==> src/rtl/decode_execute_unit_if.sv <==
// decode_execute_unit_if
//   Bundles the decode/execute stage's fetch, register-bank and control-word
//   signals. Vectors use [0:N-1] numbering, so index 0 is the MSB.
//   master : fetch/regbank side (drives instruction and rvalue_*, observes the rest)
//   slave  : decode_execute_unit (drives radr_* and all registered outputs)
interface decode_execute_unit_if;
  logic [0:31] instruction;
  logic [0:4]  radr_dest, radr_a, radr_b;
  logic [0:31] rvalue_dest, rvalue_a, rvalue_b;
  logic [0:1]  optype;
  logic [0:2]  deference;
  logic [0:3]  aluop;
  logic [0:5]  shamft;
  logic [0:1]  pcconfig;
  logic        ramconfig;
  logic        regbankconfig;
  logic [0:1]  regsource;
  logic [0:31] dest, opA, opB;
  logic [0:31] result;
  logic        illegal;

  modport master (
    output instruction, rvalue_dest, rvalue_a, rvalue_b,
    input  radr_dest, radr_a, radr_b, optype, deference, aluop, shamft,
           pcconfig, ramconfig, regbankconfig, regsource,
           dest, opA, opB, result, illegal
  );

  modport slave (
    input  instruction, rvalue_dest, rvalue_a, rvalue_b,
    output radr_dest, radr_a, radr_b, optype, deference, aluop, shamft,
           pcconfig, ramconfig, regbankconfig, regsource,
           dest, opA, opB, result, illegal
  );
endinterface

==> src/rtl/decode_execute_unit.sv <==
// decode_execute_unit
//   I-type decode, control-word generation and ALU execute stage.
//   Register-bank read addresses are combinational from the instruction;
//   every other output is captured on the rising clock edge (latency 1).
// Ports
//   clock_i : rising-edge clock
//   reset_i : synchronous active-high reset; clears all output registers (NOP)
//   bus_io  : decode_execute_unit_if.slave
//             in  instruction, rvalue_dest/a/b
//             out radr_dest/a/b (comb), optype, deference, aluop, shamft,
//                 pcconfig, ramconfig, regbankconfig, regsource,
//                 dest, opA, opB, result, illegal (registered)
//   Bit numbering is [0:N-1] with bit 0 = MSB throughout.
module decode_execute_unit (
  input  logic                   clock_i,
  input  logic                   reset_i,
  decode_execute_unit_if.slave   bus_io
);

  // Opcodes
  localparam logic [0:5] OP_NOP  = 6'h00;
  localparam logic [0:5] OP_ADDI = 6'h01;
  localparam logic [0:5] OP_SUBI = 6'h02;
  localparam logic [0:5] OP_ANDI = 6'h03;
  localparam logic [0:5] OP_ORI  = 6'h04;
  localparam logic [0:5] OP_XORI = 6'h05;
  localparam logic [0:5] OP_SLLI = 6'h06;
  localparam logic [0:5] OP_SRLI = 6'h07;
  localparam logic [0:5] OP_SRAI = 6'h08;
  localparam logic [0:5] OP_SLTI = 6'h09;
  localparam logic [0:5] OP_LW   = 6'h0A;
  localparam logic [0:5] OP_SW   = 6'h0B;
  localparam logic [0:5] OP_BEQ  = 6'h0C;
  localparam logic [0:5] OP_BNE  = 6'h0D;
  localparam logic [0:5] OP_JALR = 6'h0E;

  // ALU operation codes
  localparam logic [0:3] ALU_ADD   = 4'd0;
  localparam logic [0:3] ALU_SUB   = 4'd1;
  localparam logic [0:3] ALU_AND   = 4'd2;
  localparam logic [0:3] ALU_OR    = 4'd3;
  localparam logic [0:3] ALU_XOR   = 4'd4;
  localparam logic [0:3] ALU_NOR   = 4'd5;
  localparam logic [0:3] ALU_SLL   = 4'd6;
  localparam logic [0:3] ALU_SRL   = 4'd7;
  localparam logic [0:3] ALU_SRA   = 4'd8;
  localparam logic [0:3] ALU_SLT   = 4'd9;
  localparam logic [0:3] ALU_BEQ   = 4'd10;
  localparam logic [0:3] ALU_BNE   = 4'd11;
  localparam logic [0:3] ALU_PASSA = 4'd12;

  // Deference masks, bit 0 = dest, bit 1 = opA, bit 2 = opB
  localparam logic [0:2] DFR_A  = 3'b010;
  localparam logic [0:2] DFR_DA = 3'b110;

  // pcconfig / regsource encodings
  localparam logic [0:1] PC_REL = 2'b10;  // pc += result
  localparam logic [0:1] PC_ABS = 2'b01;  // pc  = result
  localparam logic [0:1] SRC_RAM = 2'b01;
  localparam logic [0:1] SRC_PC  = 2'b10;

  typedef struct packed {
    logic [0:1] optype;
    logic [0:2] dfr;
    logic [0:3] aluop;
    logic [0:5] shamft;
    logic [0:1] pc;
    logic       ram;
    logic       regw;
    logic [0:1] src;
    logic       illegal;
  } ctrl_t;

  // ---------------------------------------------------------------- decode
  logic [0:5]  opc;
  logic [0:31] vdest, vopa, vopb;

  assign opc   = bus_io.instruction[0:5];
  assign vdest = {27'd0, bus_io.instruction[6:10]};
  assign vopa  = {27'd0, bus_io.instruction[11:15]};
  assign vopb  = {{16{bus_io.instruction[16]}}, bus_io.instruction[16:31]};

  assign bus_io.radr_dest = bus_io.instruction[6:10];
  assign bus_io.radr_a    = bus_io.instruction[11:15];
  assign bus_io.radr_b    = bus_io.instruction[27:31];

  ctrl_t ctrl_d, ctrl_q;

  // '0 is the NOP control word (ADD, no deference, no writes, pc+1), so only
  // the fields that differ from it are set per opcode. Unknown opcodes keep it
  // and only raise illegal.
  always_comb begin
    ctrl_d = '0;
    case (opc)
      OP_NOP: ctrl_d = '0;
      OP_ADDI: begin
        ctrl_d.dfr = DFR_A; ctrl_d.regw = 1'b1; ctrl_d.aluop = ALU_ADD;
      end
      OP_SUBI: begin
        ctrl_d.dfr = DFR_A; ctrl_d.regw = 1'b1; ctrl_d.aluop = ALU_SUB;
      end
      OP_ANDI: begin
        ctrl_d.dfr = DFR_A; ctrl_d.regw = 1'b1; ctrl_d.aluop = ALU_AND;
      end
      OP_ORI: begin
        ctrl_d.dfr = DFR_A; ctrl_d.regw = 1'b1; ctrl_d.aluop = ALU_OR;
      end
      OP_XORI: begin
        ctrl_d.dfr = DFR_A; ctrl_d.regw = 1'b1; ctrl_d.aluop = ALU_XOR;
      end
      OP_SLLI: begin
        ctrl_d.dfr = DFR_A; ctrl_d.regw = 1'b1; ctrl_d.aluop = ALU_SLL;
        ctrl_d.shamft = bus_io.instruction[26:31];
      end
      OP_SRLI: begin
        ctrl_d.dfr = DFR_A; ctrl_d.regw = 1'b1; ctrl_d.aluop = ALU_SRL;
        ctrl_d.shamft = bus_io.instruction[26:31];
      end
      OP_SRAI: begin
        ctrl_d.dfr = DFR_A; ctrl_d.regw = 1'b1; ctrl_d.aluop = ALU_SRA;
        ctrl_d.shamft = bus_io.instruction[26:31];
      end
      OP_SLTI: begin
        ctrl_d.dfr = DFR_A; ctrl_d.regw = 1'b1; ctrl_d.aluop = ALU_SLT;
      end
      OP_LW: begin
        ctrl_d.dfr = DFR_A; ctrl_d.regw = 1'b1; ctrl_d.aluop = ALU_ADD;
        ctrl_d.src = SRC_RAM;
      end
      // Store: address = base + imm, store data comes out on dest.
      OP_SW: begin
        ctrl_d.dfr = DFR_DA; ctrl_d.ram = 1'b1; ctrl_d.aluop = ALU_ADD;
      end
      OP_BEQ: begin
        ctrl_d.dfr = DFR_DA; ctrl_d.aluop = ALU_BEQ; ctrl_d.pc = PC_REL;
      end
      OP_BNE: begin
        ctrl_d.dfr = DFR_DA; ctrl_d.aluop = ALU_BNE; ctrl_d.pc = PC_REL;
      end
      OP_JALR: begin
        ctrl_d.dfr = DFR_A; ctrl_d.regw = 1'b1; ctrl_d.aluop = ALU_ADD;
        ctrl_d.pc = PC_ABS; ctrl_d.src = SRC_PC;
      end
      default: ctrl_d.illegal = 1'b1;
    endcase
  end

  // ------------------------------------------------------- operand select
  logic [0:31] dest_d, opa_d, opb_d;

  assign dest_d = ctrl_d.dfr[0] ? bus_io.rvalue_dest : vdest;
  assign opa_d  = ctrl_d.dfr[1] ? bus_io.rvalue_a    : vopa;
  assign opb_d  = ctrl_d.dfr[2] ? bus_io.rvalue_b    : vopb;

  // ------------------------------------------------------------------ ALU
  // opC is the effective dest; branches compare it against opA and yield
  // either the offset (taken) or 1 (fall through) so the PC adder is shared.
  logic [0:31] res_d;
  logic        sh_big;

  assign sh_big = (ctrl_d.shamft >= 6'd32);

  always_comb begin
    res_d = '0;
    case (ctrl_d.aluop)
      ALU_ADD:   res_d = opa_d + opb_d;
      ALU_SUB:   res_d = opa_d - opb_d;
      ALU_AND:   res_d = opa_d & opb_d;
      ALU_OR:    res_d = opa_d | opb_d;
      ALU_XOR:   res_d = opa_d ^ opb_d;
      ALU_NOR:   res_d = ~(opa_d | opb_d);
      ALU_SLL:   res_d = sh_big ? 32'd0 : (opa_d << ctrl_d.shamft);
      ALU_SRL:   res_d = sh_big ? 32'd0 : (opa_d >> ctrl_d.shamft);
      ALU_SRA:   res_d = sh_big ? {32{opa_d[0]}}
                                : 32'($signed(opa_d) >>> ctrl_d.shamft);
      ALU_SLT:   res_d = ($signed(opa_d) < $signed(opb_d)) ? 32'd1 : 32'd0;
      ALU_BEQ:   res_d = (opa_d == dest_d) ? opb_d : 32'd1;
      ALU_BNE:   res_d = (opa_d != dest_d) ? opb_d : 32'd1;
      ALU_PASSA: res_d = opa_d;
      default:   res_d = '0;
    endcase
  end

  // ------------------------------------------------------ output registers
  logic [0:31] dest_q, opa_q, opb_q, res_q;

  always_ff @(posedge clock_i) begin
    if (reset_i) begin
      ctrl_q <= '0;
      dest_q <= '0;
      opa_q  <= '0;
      opb_q  <= '0;
      res_q  <= '0;
    end else begin
      ctrl_q <= ctrl_d;
      dest_q <= dest_d;
      opa_q  <= opa_d;
      opb_q  <= opb_d;
      res_q  <= res_d;
    end
  end

  assign bus_io.optype        = ctrl_q.optype;
  assign bus_io.deference     = ctrl_q.dfr;
  assign bus_io.aluop         = ctrl_q.aluop;
  assign bus_io.shamft        = ctrl_q.shamft;
  assign bus_io.pcconfig      = ctrl_q.pc;
  assign bus_io.ramconfig     = ctrl_q.ram;
  assign bus_io.regbankconfig = ctrl_q.regw;
  assign bus_io.regsource     = ctrl_q.src;
  assign bus_io.illegal       = ctrl_q.illegal;
  assign bus_io.dest          = dest_q;
  assign bus_io.opA           = opa_q;
  assign bus_io.opB           = opb_q;
  assign bus_io.result        = res_q;

endmodule

==> src/flat_wrapper.sv <==
// flat-port wrapper written by rule: the top's interface ports become plain ports
module decode_execute_unit_flat 
  (clock_i, reset_i, bus_io_instruction, bus_io_rvalue_dest, bus_io_rvalue_a, bus_io_rvalue_b, bus_io_radr_dest, bus_io_radr_a, bus_io_radr_b, bus_io_optype, bus_io_deference, bus_io_aluop, bus_io_shamft, bus_io_pcconfig, bus_io_ramconfig, bus_io_regbankconfig, bus_io_regsource, bus_io_dest, bus_io_opA, bus_io_opB, bus_io_result, bus_io_illegal);
  decode_execute_unit_if bus_io_i ();
  input  logic clock_i;
  input  logic reset_i;
  input wire logic [$bits(bus_io_i.instruction)-1:0] bus_io_instruction;
  input wire logic [$bits(bus_io_i.rvalue_dest)-1:0] bus_io_rvalue_dest;
  input wire logic [$bits(bus_io_i.rvalue_a)-1:0] bus_io_rvalue_a;
  input wire logic [$bits(bus_io_i.rvalue_b)-1:0] bus_io_rvalue_b;
  output wire logic [$bits(bus_io_i.radr_dest)-1:0] bus_io_radr_dest;
  output wire logic [$bits(bus_io_i.radr_a)-1:0] bus_io_radr_a;
  output wire logic [$bits(bus_io_i.radr_b)-1:0] bus_io_radr_b;
  output wire logic [$bits(bus_io_i.optype)-1:0] bus_io_optype;
  output wire logic [$bits(bus_io_i.deference)-1:0] bus_io_deference;
  output wire logic [$bits(bus_io_i.aluop)-1:0] bus_io_aluop;
  output wire logic [$bits(bus_io_i.shamft)-1:0] bus_io_shamft;
  output wire logic [$bits(bus_io_i.pcconfig)-1:0] bus_io_pcconfig;
  output wire logic [$bits(bus_io_i.ramconfig)-1:0] bus_io_ramconfig;
  output wire logic [$bits(bus_io_i.regbankconfig)-1:0] bus_io_regbankconfig;
  output wire logic [$bits(bus_io_i.regsource)-1:0] bus_io_regsource;
  output wire logic [$bits(bus_io_i.dest)-1:0] bus_io_dest;
  output wire logic [$bits(bus_io_i.opA)-1:0] bus_io_opA;
  output wire logic [$bits(bus_io_i.opB)-1:0] bus_io_opB;
  output wire logic [$bits(bus_io_i.result)-1:0] bus_io_result;
  output wire logic [$bits(bus_io_i.illegal)-1:0] bus_io_illegal;
  assign bus_io_i.instruction = bus_io_instruction;
  assign bus_io_i.rvalue_dest = bus_io_rvalue_dest;
  assign bus_io_i.rvalue_a = bus_io_rvalue_a;
  assign bus_io_i.rvalue_b = bus_io_rvalue_b;
  assign bus_io_radr_dest = bus_io_i.radr_dest;
  assign bus_io_radr_a = bus_io_i.radr_a;
  assign bus_io_radr_b = bus_io_i.radr_b;
  assign bus_io_optype = bus_io_i.optype;
  assign bus_io_deference = bus_io_i.deference;
  assign bus_io_aluop = bus_io_i.aluop;
  assign bus_io_shamft = bus_io_i.shamft;
  assign bus_io_pcconfig = bus_io_i.pcconfig;
  assign bus_io_ramconfig = bus_io_i.ramconfig;
  assign bus_io_regbankconfig = bus_io_i.regbankconfig;
  assign bus_io_regsource = bus_io_i.regsource;
  assign bus_io_dest = bus_io_i.dest;
  assign bus_io_opA = bus_io_i.opA;
  assign bus_io_opB = bus_io_i.opB;
  assign bus_io_result = bus_io_i.result;
  assign bus_io_illegal = bus_io_i.illegal;
  decode_execute_unit u_core (.clock_i(clock_i), .reset_i(reset_i), .bus_io(bus_io_i));
endmodule
==> config.mk <==
export PLATFORM = sky130hd
export DESIGN_NAME = decode_execute_unit_flat
export DESIGN_NICKNAME = d
export VERILOG_FILES = /design/src/rtl/decode_execute_unit_if.sv /design/src/rtl/decode_execute_unit.sv /design/src/flat_wrapper.sv
export SDC_FILE = /design/constraint.sdc
export NUM_CORES = 1
export LEC_CHECK = 0
export ABC_AREA = 0
export CAP_MARGIN = 20
export CORE_MARGIN = 2
export CORE_UTILIZATION = 48
export DETAILED_ROUTE_END_ITERATION = 8
export PLACE_DENSITY_LB_ADDON = 0.1
export SYNTH_ARGS = -nofsm -noshare
export SYNTH_HDL_FRONTEND = slang
export SYNTH_SLANG_ARGS = --single-unit
export TNS_END_PERCENT = 50
==> constraint.sdc <==
create_clock -name clock_i -period 5.2 [get_ports clock_i]
set_input_delay 1.04 -clock clock_i [delete_from_list [all_inputs] [get_ports clock_i]]
set_output_delay 1.04 -clock clock_i [all_outputs]
set_load 0.02 [all_outputs]
# After elaboration in Yosys (flattened, before gate mapping)
# Index checks and enable logic that the tools add are counted.
# W data, S select, Z words.
# word_totals
register_bits	148
in_bits	130
output_inout_bits	165
word_cells	75
# op_classes
n_addsub	2
order_cmp	2
eq_ne	28
n_shift	3
mux	17
n_bitwise	4
n_reduce_logical	7
# ops
operator	count
$pmux W32 S13	1
$mux W32	8
$pmux W7 S12	1
$eq A6 B4 Y1 const B	7
$add A32 B32 Y32	1
$and A32 B32 Y32	1
$eq A32 B32 Y1	1
$lt A32 B32 Y1	1
$ne A32 B32 Y1	1
$not A32 Y32	1
$or A32 B32 Y32	1
$shl A32 B6 Y32	1
$shr A32 B6 Y32	1
$sshr A32 B6 Y32	1
$sub A32 B32 Y32	1
$xor A32 B32 Y32	1
$eq A6 B3 Y1 const B	4
$eq A4 B4 Y1 const B	5
$eq A4 B3 Y1 const B	4
$reduce_or A15 Y1	1
$eq A6 B2 Y1 const B	2
$reduce_or A11 Y1	1
$eq A4 B2 Y1 const B	2
$pmux W2 S2	2
9 further kinds	13

# Logic depth before layout (Yosys ltp)
# depth
word_depth	7
mapped_depth	21
depth_no_buf	17

# Worst setup path after synthesis
# No wires, ideal clock.
# synth_timing
kind	input to register
from	input port bus_io_instruction[28]
to	register u_core.res_q (netlist bit u_core.bus_io.result[3])
setup_time_ns	0.074
t_arrival_ns	5.233
required_ns	5.126
path_slack_ns	-0.108
cell_stages	19
n_path_buf	4
path_cell_list	buf_2 > and4_1 > buf_2 > nor3_2 > buf_4 > mux2i_1 > inv_1 > ha_1 > clkbuf_1 > nor2_1 > o311ai_0 > a21oi_1 > o31ai_1 > a21oi_1 > a2111o_1 > o211a_1 > o21a_1 > or3_1 > a31oi_1
# synth_via
elab_chain_len	7
word_cells_on_any_way	51
cone_classes	2 x add/sub; 1 x order compare; 28 x eq/ne; 3 x shift; 10 x mux; 4 x bitwise; 3 x reduce/logical
# synth_lines
element	line_no	text
from (decl)	flat_wrapper.sv:7	input wire logic [$bits(bus_io_i.instruction)-1:0] bus_io_instruction;
$eq A6 B1 Y1 / $eq A6 B4 Y1 (equally long branches)	decode_execute_unit.sv:94	case (opc)
$reduce_or A3 Y1 (no source line)	n/a	
$pmux W7 S12 *	decode_execute_unit.sv:94	
$mux W32 *	decode_execute_unit.sv:152	assign opa_d = ctrl_d.dfr[1] ? bus_io.rvalue_a : vopa;
net u_core.opa_d (one bit)	decode_execute_unit.sv:149	logic [0:31] dest_d, opa_d, opb_d;
branches (longest 2 deep; another with $sub A32 B32 Y32)	n/a	
$pmux W32 S13 *	decode_execute_unit.sv:165	case (ctrl_d.aluop)
to (signal assigned)	decode_execute_unit.sv:199	res_q <= res_d;
to (decl)	decode_execute_unit.sv:185	logic [0:31] dest_q, opa_q, opb_q, res_q;
# Mark *: on every way through the listed nets, which the timed path passes.
# A chain may end at the register's enable or synchronous reset.

# Final worst setup path
# layout_timing
from	input port bus_io_instruction[29]
to	register u_core.res_q (netlist bit u_core.bus_io.result[0])
# Same word-level chain as after synthesis.

==> key figures <==
Run status
  – Outcome: complete, but fails checks
  – Violated checks: DRC, setup timing

Job
  – Max Cap Viol: 0

Global routing
  – Tot GR Track Use: 49.0%
  – Total grt overflow: 0
  – First-pass GRT wire length: 113000 µm
  – Largest net degree at the start of global routing: 58
  – Vias in the first global route: 17.9k
  – Initial antenna violation count: 2

Pwr
  – Total power: 3820 µW
  – Peak supply drop: 0.000183 V
  – Part of the power in registers: 28.0%
  – Clk pwr share: 32.3%
  – Switching Share: 38.1%
  – Switching power: 1460 µW
  – Pwr per Cell Area: 191 nW/µm²
  – Int Power: 2370 µW
  – Combinational share of power: 39.8%
  – Static leakage: 0.00842 µW

Floorplanning
  – FP Rows: 62
  – Die width: 175 µm
  – Die Area: 30600 µm²
  – I/O pin total: 295
  – Starting Density: 48.8%
  – Die H: 175 µm
  – Core area: 28700 µm²

Finish
  – Layout Cells excl Fill: 2869
  – Share of cells above drive strength 1: 20.1%
  – Commonest non-fill, non-tap cell in the layout: buf_4
  – Final core occ: 69.7%
  – Layout area overhead: 42.8%
  – Inserted Diodes: 0
  – Final net count: 2680
  – Most frequent cells in the layout: buf_4, clkdlybuf4s50_1, nor2_1, nand2_1, a21oi_1

Critical path
  – Crit Path Category: primary input to register
  – Crit path DAT: 5.53 ns
  – WP data required: 5.51 ns
  – Critical Path Start Type: primary input
  – Worst setup EP type: register
  – Crit-path max FO: 7

STA
  – Fin Hold WS: 1.19 ns
  – Final setup viols: 1
  – Slew HR: 28.6%
  – Unrepaired setup endpoints after global routing: yes
  – Fin. Hold Viols: 0
  – Period utilization: 101%
  – Slew at the pin with the worst max-slew slack: 1.04 ns
  – Min cycle time layout: 5.23 ns
  – Post-route setup slack: -0.0283 ns
  – Fmax: 191 MHz
  – Max Slew Vio Count: 0

Detailed routing
  – Post-DRT Antenna Nets: 0
  – Total number of vias: 19.4k
  – TritonRoute pass-1 iters: 9
  – Number of vias per cell: 6.76
  – Initial DRC Count: 2846
  – Routed wire per std cell: 27.4 µm
  – DRC violations left: 4
  – Drt total wl: 78500 µm

Clock tree
  – CTS Root Cell: clkbuf_16
  – H-tree depth: 4
  – CTS tree: yes
  – CTS buffer count: 17
  – Clock Sinks: 131
  – Longest Clk Path Bufs: 2
  – CTS clk-pin slew, worst paths: 0.07 ns

Placed design
  – Gpl congestion: 1.12
  – Dpl hpwl: 59700 µm
  – Port bufs: 259
  – Placed Cells: 2833
  – Setup slack at placement: -0.773 ns

Logic synthesis
  – Syn. warnings: 0
  – Predominant post-synthesis flop cell: dfxtp_1
  – Mapped Cells: 1997
  – FF+latch count, synth: 131
  – Synthesized area per cell: 7.02 µm²
  – Number of synthesized flops with an enable pin: 0
  – Asr flop ratio synth: 0%
  – Netlist Area Pre-Place: 14000 µm²
  – Post-synthesis sequential area ratio: 18.7%
  – Yosys cell types: 98

Min path
  – Hold Crit Class: primary input to register
## layer usage
layer  up-vias  share of wire, %  GRT usage, %
li1       8271                 -             -
met1      8948                36          61.9
met2      1785                41          72.8
met3       394                16          17.0
met4         2               6.9          27.5
met5         -             0.017             0
## final timing paths
| check | slack (ns) | start | cells past startpoint | end |
|---|---|---|---|---|
| min | 1.19 | bus_io_rvalue_dest[8] | 3 | u_core.bus_io.dest[23] |
| max | -0.03 | bus_io_instruction[29] | 21 | u_core.bus_io.result[0] |
## worst max-delay path, stage by stage
cell,delay (ns)
clkdlybuf4s50_1,0.44
buf_4,0.19
nor4_4,0.39
nor3_4,0.07
buf_12,0.16
mux2i_2,0.24
inv_1,0.11
ha_1,0.32
nor2b_2,0.20
o211a_1,0.21
o21ai_1,0.11
buf_4,0.17
o31ai_1,0.24
buf_4,0.18
nand4_1,0.08
buf_4,0.17
a211oi_4,0.30
o21ai_4,0.13
o41ai_4,0.40
mux2i_1,0.25
a41oi_1,0.13
## kinds of logic (layout without fill, tap and decap cells)
| family | Yosys count | after routing | synth area share [%] |
|---|---|---|---|
| other cells | 1 | 3 | 0.0268 |
| xor+xnor | 43 | 43 | 2.74 |
| simple gates | 727 | 727 | 24.6 |
| flops | 131 | 131 | 18.7 |
| buf+inv | 274 | 760 | 8.68 |
| mux | 74 | 74 | 6.31 |
| compound gates | 669 | 669 | 31.9 |
| fa+ha+maj | 78 | 78 | 7.07 |
## stage by stage
step / area, µm² / TNS [ns]
2_1_floorplan: 14000 / 0
5_1_grt: 20000 / -0.296
4_1_cts: 19900 / 0
6_report: 20000 / -0.0283
3_5_place_dp: 19300 / -11.62
3_3_place_gp: 19300 / -9.63
## flip-flops by register name, summed over array words and instances, names as in the netlist
signal                       count
u_core.bus_io.result            32
u_core.bus_io.regsource          2
u_core.bus_io.opB               16
u_core.bus_io.deference          2
u_core.bus_io.ramconfig          1
u_core.bus_io.aluop              4
u_core.bus_io.shamft             6
u_core.bus_io.opA               32
u_core.bus_io.dest              32
u_core.bus_io.illegal            1
u_core.bus_io.regbankconfig      1
u_core.bus_io.pcconfig           2
## power groups by stage
stage          clock network (µW)  registers (µW)  logic (µW)
3_3_place_gp                    0            1090        1400
5_1_grt                      1270            1070        1580
3_5_place_dp                    0            1090        1420
4_1_cts                      1230            1070        1440
2_1_floorplan                   0            1150         660
6_report                     1230            1070        1520
## cell type report
| type | count | area, µm² |
|---|---|---|
| multi-input cells | 1594 | 10300 |
| fillers | 2409 | 8690 |
| repair buffers | 650 | 5720 |
| flip-flops and latches | 131 | 2620 |
| well taps | 384 | 480 |
| clock buffers | 18 | 429 |
| inverters | 78 | 293 |
| clock inverters | 14 | 143 |
## synth_stat cells, drive strengths merged, types with 6 or more instances
| library cell | n | area [µm²] |
|---|---|---|
| clkbuf | 125 | 469 |
| or3 | 7 | 43.8 |
| a211oi | 24 | 215 |
| nand2 | 190 | 713 |
| o21a | 15 | 113 |
| a41oi | 14 | 123 |
| nor2b | 9 | 56.3 |
| a221oi | 24 | 210 |
| mux2 | 15 | 169 |
| mux4 | 10 | 225 |
| o221ai | 12 | 105 |
| o21ai | 149 | 746 |
| xnor2 | 38 | 333 |
| dfxtp | 131 | 2620 |
| nand2b | 23 | 144 |
| a21oi | 147 | 739 |
| and2 | 40 | 250 |
| or2 | 6 | 37.5 |
| mux2i | 49 | 490 |
| o2111ai | 8 | 70.1 |
| nor2 | 219 | 822 |
| a2111oi | 11 | 96.3 |
| a31oi | 51 | 319 |
| nand4 | 25 | 156 |
| nor4 | 13 | 103 |
| o21bai | 11 | 82.6 |
| nor3 | 80 | 417 |
| ha | 76 | 951 |
| o22ai | 34 | 213 |
| a221o | 11 | 110 |
| a22oi | 23 | 173 |
| o31ai | 12 | 95.1 |
| a21boi | 6 | 45.1 |
| nand3 | 58 | 295 |
| o211ai | 32 | 245 |
| inv | 76 | 285 |
| buf | 71 | 454 |
| o311ai | 6 | 52.6 |
| and3 | 34 | 213 |
| a21o | 20 | 150 |
## what timing repair did
action                     CTS  global route
gates resized for setup      3            26
setup endpoints to repair   13            22
hold buffers                 0             0
pin swaps                    1             8
setup buffers                2             2
hold endpoints to repair     0             0
No activity file was read; power rests on OpenSTA's default activity.
